==> src/rtl/pipe_stage_reg.sv <==
// Pipeline stage register: datapath and control bundles with a valid/ready
// handshake, flush to bubble, optional 2-entry skid buffer and a saturating
// stall counter.
//
// state | meaning
// EMPTY | no entry held; out_valid=0, out_ctrl forced to 0
// FULL  | main register holds one entry
// SKIDF | main and skid registers both hold an entry (SKID=1 only); in_ready=0
module pipe_stage_reg #(
    parameter int DATA_W = 97,
    parameter int CTRL_W = 8,
    parameter int SKID   = 1,
    parameter int CNT_W  = 16
) (
    input  logic              clk,
    input  logic              reset,
    input  logic              flush,
    input  logic              in_valid,
    output logic              in_ready,
    input  logic [DATA_W-1:0] in_data,
    input  logic [CTRL_W-1:0] in_ctrl,
    output logic              out_valid,
    input  logic              out_ready,
    output logic [DATA_W-1:0] out_data,
    output logic [CTRL_W-1:0] out_ctrl,
    output logic [CNT_W-1:0]  stall_cnt
);
    typedef enum logic [1:0] {
        EMPTY = 2'd0,
        FULL  = 2'd1,
        SKIDF = 2'd2
    } state_t;

    state_t            state;
    state_t            state_nx;
    logic [DATA_W-1:0] main_data;
    logic [DATA_W-1:0] skid_data;
    logic [CTRL_W-1:0] main_ctrl;
    logic [CTRL_W-1:0] skid_ctrl;
    logic              ready_q;
    logic              accept;
    logic              consume;
    logic              load_main;
    logic              load_skid;
    logic              move_skid;

    // ready_q resets to 1 so in_ready rises on the first cycle after reset;
    // masking with reset keeps in_ready low while reset is held.
    assign in_ready  = ~reset & ((SKID != 0) ? ready_q : (out_ready | ~out_valid));
    assign out_valid = (state != EMPTY);
    // An entry offered during a flush cycle is dropped even if in_ready reads 1.
    assign accept    = in_valid & in_ready & ~flush;
    assign consume   = out_valid & out_ready;
    assign out_data  = main_data;
    assign out_ctrl  = out_valid ? main_ctrl : '0;

    // Next-state and register-load decisions for the handshake.
    always_comb begin
        state_nx  = state;
        load_main = 1'b0;
        load_skid = 1'b0;
        move_skid = 1'b0;
        case (state)
            EMPTY: begin
                if (accept) begin
                    state_nx  = FULL;
                    load_main = 1'b1;
                end
            end
            FULL: begin
                if (accept && consume) begin
                    load_main = 1'b1;
                end else if (accept && (SKID != 0)) begin
                    state_nx  = SKIDF;
                    load_skid = 1'b1;
                end else if (consume) begin
                    state_nx = EMPTY;
                end
            end
            SKIDF: begin
                if (consume) begin
                    state_nx  = FULL;
                    move_skid = 1'b1;
                end
            end
            default: state_nx = EMPTY;
        endcase
    end

    // State, entry registers and registered ready; reset beats flush beats handshake.
    always_ff @(posedge clk) begin
        if (reset || flush) begin
            state     <= EMPTY;
            ready_q   <= 1'b1;
            main_data <= '0;
            main_ctrl <= '0;
            skid_data <= '0;
            skid_ctrl <= '0;
        end else begin
            state   <= state_nx;
            ready_q <= (state_nx != SKIDF);
            if (load_main) begin
                main_data <= in_data;
                main_ctrl <= in_ctrl;
            end else if (move_skid) begin
                main_data <= skid_data;
                main_ctrl <= skid_ctrl;
            end
            if (load_skid) begin
                skid_data <= in_data;
                skid_ctrl <= in_ctrl;
            end
        end
    end

    // Saturating count of cycles where the downstream stage holds off a valid entry.
    always_ff @(posedge clk) begin
        if (reset) begin
            stall_cnt <= '0;
        end else if (out_valid && !out_ready && (stall_cnt != {CNT_W{1'b1}})) begin
            stall_cnt <= stall_cnt + CNT_W'(1);
        end
    end

endmodule
==> config.mk <==
export PLATFORM = sky130hd
export DESIGN_NAME = pipe_stage_reg
export DESIGN_NICKNAME = d
export VERILOG_FILES = /design/src/rtl/pipe_stage_reg.sv
export SDC_FILE = /design/constraint.sdc
export NUM_CORES = 1
export LEC_CHECK = 0
export CAP_MARGIN = 10
export CORE_UTILIZATION = 30
export CTS_CLUSTER_DIAMETER = 60
export DETAILED_ROUTE_END_ITERATION = 8
export HOLD_SLACK_MARGIN = 0.03
export PLACE_DENSITY = 0.57
export SLEW_MARGIN = 0
export SYNTH_ARGS = -nofsm -noshare
export SYNTH_HDL_FRONTEND = slang
export SYNTH_SLANG_ARGS = --single-unit
==> constraint.sdc <==
create_clock -name clk -period 1.7 [get_ports clk]
set_clock_uncertainty 0.05 [all_clocks]
set_input_delay 0.34 -clock clk [delete_from_list [all_inputs] [get_ports clk]]
set_output_delay 0.34 -clock clk [all_outputs]
set_load 0.02 [all_outputs]
## Yosys cells after proc, flatten, opt, wreduce, memory -nomap -nowiden

Cells that the tools add are included.

| word-level totals | value |
|---|---|
| input port bits | 110 |
| word-level logic and storage cells | 44 |
| register bits after elaboration | 229 |

| operators by class | value |
|---|---|
| mux-type cells | 18 |
| bitwise operators | 6 |
| reductions and logical operators | 8 |
| equality and inequality tests | 4 |
| add/subtract/negate cells | 1 |

Operators by type and width:

| operator | count |
|---|---|
| 97-bit 2-to-1 mux | 2 |
| 8-bit 2-to-1 mux | 3 |
| 16-bit by 1-bit adder with 16-bit output (second input constant) | 1 |
| 16-bit != test (second input constant) | 1 |
| 2-bit 2-to-1 mux | 5 |
| 1-bit 2-to-1 mux | 6 |
| 2-bit case mux with 3 select lines | 1 |
| 1-bit AND | 4 |
| 2-bit nonzero test | 2 |
| 1-bit logical AND | 3 |
| 2-bit by 1-bit == test with 1-bit output (second input constant) | 1 |
| 2-bit == test (second input constant) | 1 |
| 2-bit zero test | 1 |
| 2-bit != test (second input constant) | 1 |
| 1-bit NOT | 2 |
| 1-bit case mux with 2 select lines | 1 |
| 1-bit zero test | 1 |
| 1-bit logical OR | 1 |

## Logic depth before layout (Yosys ltp)

Gate-level depths: netlist of run 1.

| depth | value |
|---|---|
| depth after elaboration | 8 |
| gate-level depth with buffers | 8 |

## Worst setup path before layout of run 1

No wires, ideal clock.

| timing | value |
|---|---|
| kind | flip-flop to flip-flop |
| from | register stall_cnt[11] |
| to | register stall_cnt[0] |
| required time | 1.527 ns |
| stages on the path, launching flop included | 5 |
| clock period less this slack | 1.741 ns |
| arrival | 1.568 ns |
| path slack | -0.041 ns |
| path through | dfxtp_1 -> nand2_2 -> nor4_4 -> a21boi_1 -> mux2_1 |

| between the ends | value |
|---|---|
| word-level cells in the longest chain between the ends | 2 |

Ends and longest elaborated chain:

| element | line | source |
|---|---|---|
| from (decl) | 26 | `output logic [CNT_W-1:0] stall_cnt` |
| from (signal assigned) | 121 | `stall_cnt <= stall_cnt + CNT_W'(1);` |
| 16-bit != test | 120 | `end else if (out_valid && !out_ready && (stall_cnt != {CNT_W{1'b1}})) begin` |
| 1-bit logical AND | 120 |  |

No other way between the ends.
A chain may end at the register's enable or synchronous reset.

## Worst setup path after layout of run 1

| timing | value |
|---|---|
| from | register state[0] |
| to | output out_ctrl[3] |

| between the ends | value |
|---|---|
| word-level cells in the longest chain between the ends | 2 |

Ends and longest elaborated chain:

| element | line | source |
|---|---|---|
| from (decl) | 34 | `state_t state;` |
| from (signal assigned) | 100 | `state <= state_nx;` |
| 2-bit nonzero test | 50 | `assign out_valid = (state != EMPTY);` |
| 8-bit 2-to-1 mux | 55 | `assign out_ctrl = out_valid ? main_ctrl : '0;` |
| to (decl) | 25 | `output logic [CTRL_W-1:0] out_ctrl,` |

No other way between the ends.

==> reports/results.txt, run 1 <==
I/O pins - 233
Post-Syn Area - 9340 um2
Pwr Density - 852 nW/um2
Final setup violation count - 141
CP Data Required Time - 1.31 ns
design internal power - 0.0101 W
Final Power - 0.0131 W
final worst setup slack - -0.140 ns
pre-CTS setup slack - -0.476 ns
Starting Density - 0.305
RSZ-0062 raised after global routing - yes
critical path fanouts, max - 3
Avg Cell Area, Syn - 8.83 um2
Syn Inst Count - 1058
failing checks - setup timing
Post-Synth XOR/XNOR Area - 0
synthesized-area fraction occupied by adder cells - 0.00134
Synth Area in Simple Gates - 0.173
mux cell area share after synthesis - 0.124
leakage power - 6.53 nW
register area share after synthesis - 0.491
Net count, final - 1469
worst min path class - input port to flip-flop
predominant post-synthesis flop cell - dfxtp_1
startpoint types - flip-flop
Tmin final - 1.84 ns
compound-cell area share of the yosys netlist - 0.159
die area - 31900 um2
H-Tree Depth - 1
syn nets - 1169
r2r startpoint - state[0]
overall routed net length - 31.6 mm
Detailed Place HPWL - 17.1 mm
hold wc startpoint - in_data[66]
CTS Root Cell - clkbuf_16
number of global-route vias before repair - 7554
share of cells above drive strength 1 - 0.297
CP Class - flip-flop to primary output
routed length per instance - 17.8 um
worst slew pin tran - 0.529 ns
GRT Resource Usage Total - 0.157
fmax - 543 MHz
r2r setup slk - -0.08 ns
post-layout instance area - 15400 um2
Synthesis Warnings - 0
initial antenna violation count - 0
Flop pwr share - 0.417
FFs w/ async S/R, synth - 0
Critical-path top delay cell - dfxtp_2
CP Capture Type - primary output
Max Slew Vio Count - 0
chip height - 178 um
outcome - complete, but fails checks
CP dominant cell by count - buf_12
first-pass GRT wire length - 40.2 mm
# diodes - 0
Combinational Power Share - 0.092
clock share of power - 0.491
Max VDD drop - 602 uV
First DRT Iteration DRCs - 527
Synth Register Bits - 229
synth unique cells - 42
number of nets with antenna violations after routing - 0
max-cap violations - 0
hold depth - 3
RR Endpoint - out_data[52]
pin count of the biggest net entering global routing - 88
cts bufs inserted - 29
CTS tree - yes
Die W - 178 um
post-DR vias/cell - 4.91
clock buffer depth - 3
switching share of power - 0.231
Area Overhead vs Synth - 64.7%
final worst-path cycle share - 1.08
count of input and output buffers - 232
Clock transition at path regs - 0.06 ns
Switch Pwr - 0.00302 W
DRT Pass-1 Iters - 5
main combinational cell family by area after synthesis - simple AND/OR/NAND/NOR gates
clock latency on the worst-skew pair - 0.53 ns
drt drc - 0
DP Area - 12500 um2
crit-path cells - nor2_4 > buf_12 > buf_12 > nor2b_1 > buf_4
Core Rows - 64
final hold violations - 0
relative slew slack - 0.647
crit path DAT - 1.45 ns
DR vias - 8718
Post-synth EDFFs - 0
gpl congestion - 0.768
Worst Hold End - skid_data[66]
grt total ovfl - 0
CP peak stage delay - 0.33 ns
clk sink count - 229
core area - 30600 um2
Reg2Reg Depth - 8
fin util - 0.503
[worst max-delay path, delay by kind of cell, from the launching register on]
family | cells | cell delay [ns]
buffers and inverters | 3 | 0.39
DFF | 1 | 0.33
and+or+nand+nor | 2 | 0.21
[Yosys cell counts (all sizes together) (2+ instances only)]
master  count  area share
nand3b      2      0.0020
and4        3      0.0028
nor2b      16       0.011
nand2b      2      0.0013
a211oi    105       0.084
buf        58       0.037
nand3       6      0.0043
nand4       5      0.0050
dfxtp     229        0.49
mux2i     108        0.12
or4         3      0.0024
clkbuf     31       0.012
o31ai       3      0.0024
nor3        2      0.0011
and3        3      0.0020
mux2        7      0.0084
o21ai       4      0.0021
nor2      118       0.047
nand2     213       0.086
inv         5      0.0020
a21oi     118       0.063
or3         4      0.0027
[layout by cell type, fill, tap and decap left out, types with 2 or more instances in the layout]
cell type / netlist / routed
a211oi_1: 105 / 23
a211oi_2: 0 / 82
a21oi_1: 118 / 108
a21oi_2: 0 / 10
and4_1: 3 / 3
buf_12: 0 / 24
buf_16: 0 / 4
buf_4: 19 / 40
buf_6: 2 / 31
buf_8: 0 / 10
bufinv_16: 0 / 4
clkbuf_1: 31 / 5
clkbuf_16: 0 / 55
clkbuf_2: 0 / 5
clkbuf_8: 0 / 7
clkdlybuf4s15_2: 0 / 6
clkdlybuf4s50_1: 0 / 109
clkinv_2: 0 / 5
dfxtp_1: 229 / 223
dfxtp_2: 0 / 6
dlygate4sd2_1: 0 / 101
inv_1: 5 / 4
mux2_1: 7 / 7
mux2i_1: 108 / 108
nand2_1: 212 / 199
nand2_2: 1 / 14
nand2b_1: 2 / 2
nand3_1: 4 / 4
nand4_1: 4 / 4
nor2_1: 118 / 36
nor2_2: 0 / 65
nor2_4: 0 / 17
nor2b_1: 16 / 10
nor2b_4: 0 / 6
nor3_1: 2 / 2
o21ai_0: 4 / 4
o31ai_1: 3 / 3
or3_1: 4 / 4
or4_1: 3 / 3
[final cells by class]
class / instances / area, um2
clock buffers: 41 / 841
well taps: 396 / 495
repair buffers: 358 / 4120
fillers: 2842 / 15200
clock inverters: 12 / 173
multi-input cells: 735 / 5140
flip-flops and latches: 229 / 4590
inverters: 5 / 21.3
[kinds of logic (layout without fill, tap and decap cells)]
kind of cell | Yosys count | in the layout
and+or+nand+nor | 382 | 382
AOI/OAI and AO/OA | 237 | 237
DFF | 229 | 229
muxes | 115 | 115
buffers and inverters | 94 | 416
adders and majority gates | 1 | 1
[sequential cells by signal, indices dropped and copies added, names as in the netlist]
name       flops
skid_ctrl      8
state          2
out_data      97
stall_cnt     16
skid_data     97
main_ctrl      8
ready_q        1
[worst max-delay path by stage]
| stage | start | endpoint | slack, ns | cells past startpoint |
|---|---|---|---|---|
| after global routing | state[0] | out_ctrl[3] | -0.20 | 5 |
| after CTS | state[1] | out_ctrl[3] | -0.19 | 5 |
| final | state[0] | out_ctrl[3] | -0.14 | 5 |
| after global placement | out_ready | stall_cnt[9] | -0.42 | 6 |
| after detailed placement | out_ready | out_data[14] | -0.48 | 7 |
| after floorplan | stall_cnt[2] | stall_cnt[8] | -0.007 | 5 |
[per-layer routing]
layer / up-vias / share of wire / track usage
met1: 4216 / 0.46 / 0.204
met3: 38 / 0.053 / 0.0377
met2: 197 / 0.48 / 0.260
met4: 0 / 0.016 / 0.0350
li1: 4267 / - / -
met5: - / 0 / 0
[stage by stage]
step / hold slack (ns) / setup TNS [ns] / instances
floorplan: 0.386 / -0.0561 / 1058
global placement: 0.389 / -75.03 / 1671
detailed placement: 0.396 / -84.06 / 1671
CTS: 0.307 / -0.931 / 1725
global route: 0.339 / -17.55 / 1776
finish: 0.331 / -4.69 / 1776
[repair_timing]
action                     4_1_cts  5_1_grt
setup endpoints to repair      164      225
cloned                           0       38
hold endpoints to repair         0        0
pin swaps                        1       81
hold buffers                     0        0
gates resized for setup        199      267
buffers inserted                 1       14
[power by group through the flow]
stage / Combinational [W] / Sequential (W) / Clock [W]
6_report: 0.00120 / 0.00547 / 0.00643
5_1_grt: 0.00127 / 0.00548 / 0.00677
4_1_cts: 0.000900 / 0.00547 / 0.00658
3_5_place_dp: 0.000919 / 0.00559 / 0
3_3_place_gp: 0.000917 / 0.00559 / 0
2_1_floorplan: 0.000294 / 0.00565 / 0
Note: power is estimated with default switching activity, not from simulation.
==> run 2, diff against run 1 <==
--- a/config.mk
+++ b/config.mk
@@ -11,7 +11,7 @@
 export DETAILED_ROUTE_END_ITERATION = 8
 export HOLD_SLACK_MARGIN = 0.03
 export PLACE_DENSITY = 0.57
-export SLEW_MARGIN = 0
+export SLEW_MARGIN = 20
 export SYNTH_ARGS = -nofsm -noshare
 export SYNTH_HDL_FRONTEND = slang
 export SYNTH_SLANG_ARGS = --single-unit
==> results of run 2 <==
Same layout as run 1: the final DEF is identical, and so are final timing and power.
==> run 3, diff against run 2 <==
--- a/config.mk
+++ b/config.mk
@@ -6,12 +6,13 @@
 export NUM_CORES = 1
 export LEC_CHECK = 0
 export CAP_MARGIN = 10
+export CORE_MARGIN = 2
 export CORE_UTILIZATION = 30
 export CTS_CLUSTER_DIAMETER = 60
 export DETAILED_ROUTE_END_ITERATION = 8
 export HOLD_SLACK_MARGIN = 0.03
 export PLACE_DENSITY = 0.57
-export SLEW_MARGIN = 20
+export SLEW_MARGIN = 15
 export SYNTH_ARGS = -nofsm -noshare
 export SYNTH_HDL_FRONTEND = slang
 export SYNTH_SLANG_ARGS = --single-unit
==> reports/results.txt, run 3 (synthesis gave the netlist of run 1 again) <==
Detailed Place HPWL - 17.5 mm
GRT Resource Usage Total - 0.160
DR vias - 8525
grt total ovfl - 0
pin count of the biggest net entering global routing - 93
core area - 30600 um2
final worst setup slack - -0.148 ns
Fin Setup TNS - -0.994 ns
relative slew slack - 0.783
CTS tree - yes
final cell count without fillers - 1749
Pwr Density - 908 nW/um2
CP Class - flip-flop to primary output
CP Data Required Time - 1.31 ns
final hold violations - 0
I/O pins - 233
Die W - 180 um
initial antenna violation count - 0
first-pass GRT wire length - 43.4 mm
number of global-route vias before repair - 8061
Area Overhead vs Synth - 52.2%
die area - 32600 um2
post-DR vias/cell - 4.87
Tmin final - 1.85 ns
multi-input logic area - 4640 um2
Clock transition at path regs - 0.06 ns
max-cap violations - 0
CTS Root Cell - clkbuf_16
First DRT Iteration DRCs - 380
clock buffer depth - 3
number of nets with antenna violations after routing - 0
worst min path class - input port to flip-flop
routed length per instance - 17.2 um
chip height - 180 um
count of input and output buffers - 232
Max VDD drop - 686 uV
RSZ-0062 raised after global routing - yes
failing checks - setup timing
share of cells above drive strength 1 - 0.186
clk sink count - 229
DRT Pass-1 Iters - 5
CP Capture Type - primary output
Sequential Area - 4590 um2
r2r setup slk - 0.05 ns
startpoint types - flip-flop
most frequent cells in the layout - dfxtp_1, nand2_1, nor2_1, clkdlybuf4s50_1, mux2i_1
fmax - 541 MHz
outcome - complete, but fails checks
critical path endpoint - out_ctrl[7]
Hold Slack - 0.326 ns
Net count, final - 1441
pre-CTS setup slack - -0.410 ns
most common cell after layout, fill and taps aside - dfxtp_1
H-Tree Depth - 1
Starting Density - 0.305
drt drc - 0
r2r startpoint - state[0]
Worst Setup SP - state[0]
Placed Cells - 1668
gpl congestion - 0.775
cts bufs inserted - 29
Final setup violation count - 9
clock latency on the worst-skew pair - 0.54 ns
overall routed net length - 30.1 mm
leakage power - 6.15 nW
crit path DAT - 1.46 ns
Final Power - 0.0129 W
Max Slew Vio Count - 0
# fillers - 2950
RR Endpoint - skid_data[39]
Core Rows - 64
# diodes - 0
critical path fanouts, max - 5
worst slew pin tran - 0.326 ns
final worst-path cycle share - 1.09
Reg2Reg Depth - 9
run 3: cell count changes in the layout (fill, tap and decap cells not counted), sizes merged:
cell | previous run | this run
clkdlybuf4s15 | 7 | 14
clkinv | 6 | 3
clkbuf | 72 | 51
inv | 6 | 8
dlygate4sd2 | 101 | 96
buf | 110 | 103
run 3: how the worst min path moves through the flow:
stage / startpoint / depth (start not counted) / endpoint / slack, ns
global placement: skid_data[26] / 2 / skid_data[26] / 0.39
global route: in_data[22] / 3 / skid_data[22] / 0.32
floorplan: skid_ctrl[0] / 2 / skid_ctrl[0] / 0.39
CTS: in_data[60] / 3 / skid_data[60] / 0.30
finish: in_data[60] / 3 / skid_data[60] / 0.33
detailed placement: skid_data[53] / 2 / skid_data[53] / 0.40
run 3: cell type report:
class                   instances  share of cell area
repair buffers                330               0.244
well taps                     396              0.0348
inverters                       5             0.00132
clock inverters                11              0.0123
clock buffers                  43              0.0589
flip-flops and latches        229               0.323
multi-input cells             735               0.326
run 3: power breakdown:
group | switching [W] | internal [W] | total [W]
Sequential | 0.0000336 | 0.00543 | 0.00547
Combinational | 0.000510 | 0.000492 | 0.00100
Clock | 0.00242 | 0.00403 | 0.00645
Total | 0.00297 | 0.00995 | 0.0129
run 3: critical path, cell delays in order, from the launching register on:
cell and delay [ns]:
dfxtp_2 0.33, nor2_4 0.18, buf_4 0.14, buf_6 0.08
nor2b_1 0.03, buf_4 0.16
run 3: through the flow:
| step | utilization | area [um2] |
|---|---|---|
| 2_1_floorplan | - | 9350 |
| 3_3_place_gp | 0.409 | 12500 |
| 3_5_place_dp | 0.409 | 12500 |
| 4_1_cts | 0.444 | 13600 |
| 5_1_grt | 0.465 | 14200 |
| 6_report | 0.465 | 14200 |
run 3: routing by layer:
metal | part of all wire | global-route usage | routed length, um
met3 | 0.051 | 0.0362 | 1550
met5 | 0 | 0 | 0
met2 | 0.48 | 0.273 | 14300
met4 | 0.021 | 0.0381 | 618
met1 | 0.45 | 0.204 | 13600
run 3: timing repair:
action | 4_1_cts | 5_1_grt
endpoints found under the setup margin | 258 | 202
pin swaps | 2 | 4
buffers inserted | 8 | 7
hold buffers | 0 | 0
cloned | 2 | 11
resized for setup | 198 | 99
==> variant: new RTL, config.mk and constraints of run 1 <==
`CNT_W`: 16 -> 32.
--- a/src/rtl/pipe_stage_reg.sv
+++ b/src/rtl/pipe_stage_reg.sv
@@ -10,7 +10,7 @@
     parameter int DATA_W = 97,
     parameter int CTRL_W = 8,
     parameter int SKID   = 1,
-    parameter int CNT_W  = 16
+    parameter int CNT_W  = 32
 ) (
     input  logic              clk,
     input  logic              reset,
Interface: changed (resized stall_cnt); port bits go from 233 to 249. The function was not compared with the original's and may differ.
==> variant against run 1 <==
- the flow still finishes with violations (setup timing)
- total power down 0.96%
- synthesized area increased by 6.4%
- clock power decreased by 6.4%
- sequential cell count up 16
- setup slack worse by 180 ps
- wire length is 1.5% higher
- cell area grew 6.5%
- via count rose by 9.4%
- critical endpoint is now stall_cnt[18]$_SDFFE_PP0P_
- highest routed layer is now met5
==> variant: results (changes against run 1) <==
Parameter                              Value

Drt
  Detailed-route wire length on metal 1 ... 13,900 µm (-3.2%)
  Uppermost layer routed ... met5
  Number of detailed-routing iterations run before antenna repair ... 4 (-1)
  Met3 routed WL ... 2160 µm (+29%)
  DRC marker count from the first detailed-route iteration ... 353 (-33%)
  Met2 Routed Length ... 15,400 µm (+2.2%)
  DRT antenna net count ... 0 (unchanged)
  Overall routed net length ... 32,100 µm (+1.5%)
  Routed via count ... 9,540 (+9.4%)

Clock tree
  Clock-pin slew on the worst setup and hold paths ... 60 ps (about the same)
  Source-to-sink clock delay at the later pin of the worst-skew pair ... 550 ps (+20 ps)
  Depth of the CTS H-tree ... 1 (unchanged)
  Clock root cell ... sky130_fd_sc_hd__clkbuf_16
  Number of clock buffers inserted by TritonCTS ... 29 (unchanged)
  Buffer depth of the longest clock path ... 3 (unchanged)

GRT
  Met2 global-route usage ... 29.1% (+3.2 points)
  Met1 usage in global routing ... 21.1% (+0.65 points)
  All-Layer GR Usage ... 17.1% (+1.4 points)
  Global-route wire length before repair ... 47,100 µm (+17%)
  Number of antenna violations at the first check in global routing ... 1 (+1)
  Global routing usage on met3 ... 5.03% (+1.3 points)
  Number of global-route vias before repair ... 8,974 (+19%)
  Maximum number of pins on one net before global-route repair ... 47 (-47%)

Logic synthesis
  Part of the Yosys area used for sequential elements ... 49.3% (+0.27 points)
  Number of library cell types mapped by synthesis ... 44 (+4.8%)
  Post-Synthesis Net Count ... 1,265 (+8.2%)
  Cell types occupying the most area after synthesis ... sky130_fd_sc_hd__dfxtp_1, sky130_fd_sc_hd__mux2i_1, sky130_fd_sc_hd__nand2_1
  Async set-or-reset flop fraction in the synthesized netlist ... 0% (unchanged)
  Ranking of synthesized cells by instance count ... sky130_fd_sc_hd__dfxtp_1, sky130_fd_sc_hd__nand2_1, sky130_fd_sc_hd__a21oi_1
  Warnings, synthesis ... 0 (unchanged)

Power
  Worst vdd rail ir drop ... 0.793 mV (+32%)
  Leakage power figure ... 0.00687 µW (+5.2%)

STA
  Transition time of the tightest slew-check pin ... 382 ps (-147 ps)
  Setup slack after layout ... -315 ps (-175 ps)
  # setup viols final ... 38 (-73%)

Min path
  Class of the tightest hold or removal check ... in -> reg

Placed design
  Instance area after placement ... 14,100 µm² (+12%)
  Gpl congestion ... 0.797 (+3.8%)
  Count of port buffers added during placement ... 248 (+6.9%)
  HPWL after detailed placement ... 20,400 µm (+19%)

Final layout
  Layout-stage area growth over the synthesis result ... 64.8% (about the same)
  Number of diodes added for antenna fixing ... 0 (unchanged)
  Final nets ... 1,626 (+11%)
  Number of fill cells in the layout ... 3,122 (+9.9%)
  Share of layout cells above drive strength 1 ... 31.3% (+1.6 points)

Setup path
  CP Launch Type ... register
  Data arrival at the endpoint of the critical path ... 2440 ps (+990 ps)
  Largest fanout of any net on the critical path ... 7 (+4)

Flow run
  Max-cap violations ... 0 (unchanged)

Status
  Result of the run ... finished, violations left
  Violations in the final reports ... setup timing
variant: cell count changes in the layout (fill, tap and decap cells not counted), sizes merged, moves of 11 or more:
| cell | before | now |
|---|---|---|
| a21oi | 118 | 132 |
| buf | 110 | 191 |
| clkbuf | 72 | 61 |
| dfxtp | 229 | 245 |
| dlygate4sd2 | 101 | 90 |
| nand2 | 213 | 226 |
| nor2b | 16 | 1 |
| o21ai | 4 | 18 |
| or3 | 4 | 18 |
variant: timing repair:
item                       in CTS  in global routing
setup endpoints to repair     167                252
hold buffers                    0                  0
cloned                          2                 18
pin swaps                      10                 26
resized for setup             278                255
buffers inserted                9                 13
variant: per-stage QoR:
| step | setup TNS, ps | setup WS [ps] | instances |
|---|---|---|---|
| after global routing | -12060 | -391 | 1977 |
| after floorplan | -25280 | -246 | 1154 |
| final | -6450 | -315 | 1977 |
| after CTS | -6380 | -327 | 1946 |
| after global placement | -105270 | -680 | 1884 |
| after detailed placement | -113270 | -687 | 1884 |
variant: kinds of logic (layout without fill, tap and decap cells):
kind of cell,count (synthesis),after routing,share of synthesized area [%]
simple gates,431,432,18.7
compound gates,272,273,16.9
flops,245,245,49.3
mux,105,105,10.6
buf+inv,95,474,3.95
xor+xnor,5,5,0.441
fa+ha+maj,1,1,0.126
variant: worst paths after layout:
check             cells after the start                    endpoint  slack [ps]                  startpoint
setup reg to reg                      6  stall_cnt[18]$_SDFFE_PP0P_        -320         state[1]$_SDFF_PP0_
setup / recovery                      6  stall_cnt[18]$_SDFFE_PP0P_        -320         state[1]$_SDFF_PP0_
hold reg to reg                       2  skid_data[28]$_SDFFE_PP0P_         400  skid_data[28]$_SDFFE_PP0P_
hold / removal                        3  skid_data[62]$_SDFFE_PP0P_         320                 in_data[62]
variant: area by class of cell:
cell class / instances / share of cell area, %
multi-input combinational: 816 / 34.2
clock buffer: 44 / 5.33
clock inverter: 7 / 0.351
sequential: 245 / 30.3
inverter: 4 / 0.107
tap: 442 / 3.38
timing repair buffer: 419 / 26.4
variant: critical path, cell delays in order, from the launching register on:
cell and delay [ps]:
sky130_fd_sc_hd__dfxtp_4 380, sky130_fd_sc_hd__nor2_4 60, sky130_fd_sc_hd__or2_4 230, sky130_fd_sc_hd__or4_4 580, sky130_fd_sc_hd__buf_4 160, sky130_fd_sc_hd__or3_1 340, sky130_fd_sc_hd__a21oi_1 130
variant: power breakdown:
part | switching (µW) | total, µW | internal, µW
registers | 33.2 | 5820 | 5790
logic | 552 | 1140 | 586
clock network | 2480 | 6020 | 3540
total | 3060 | 13000 | 9920
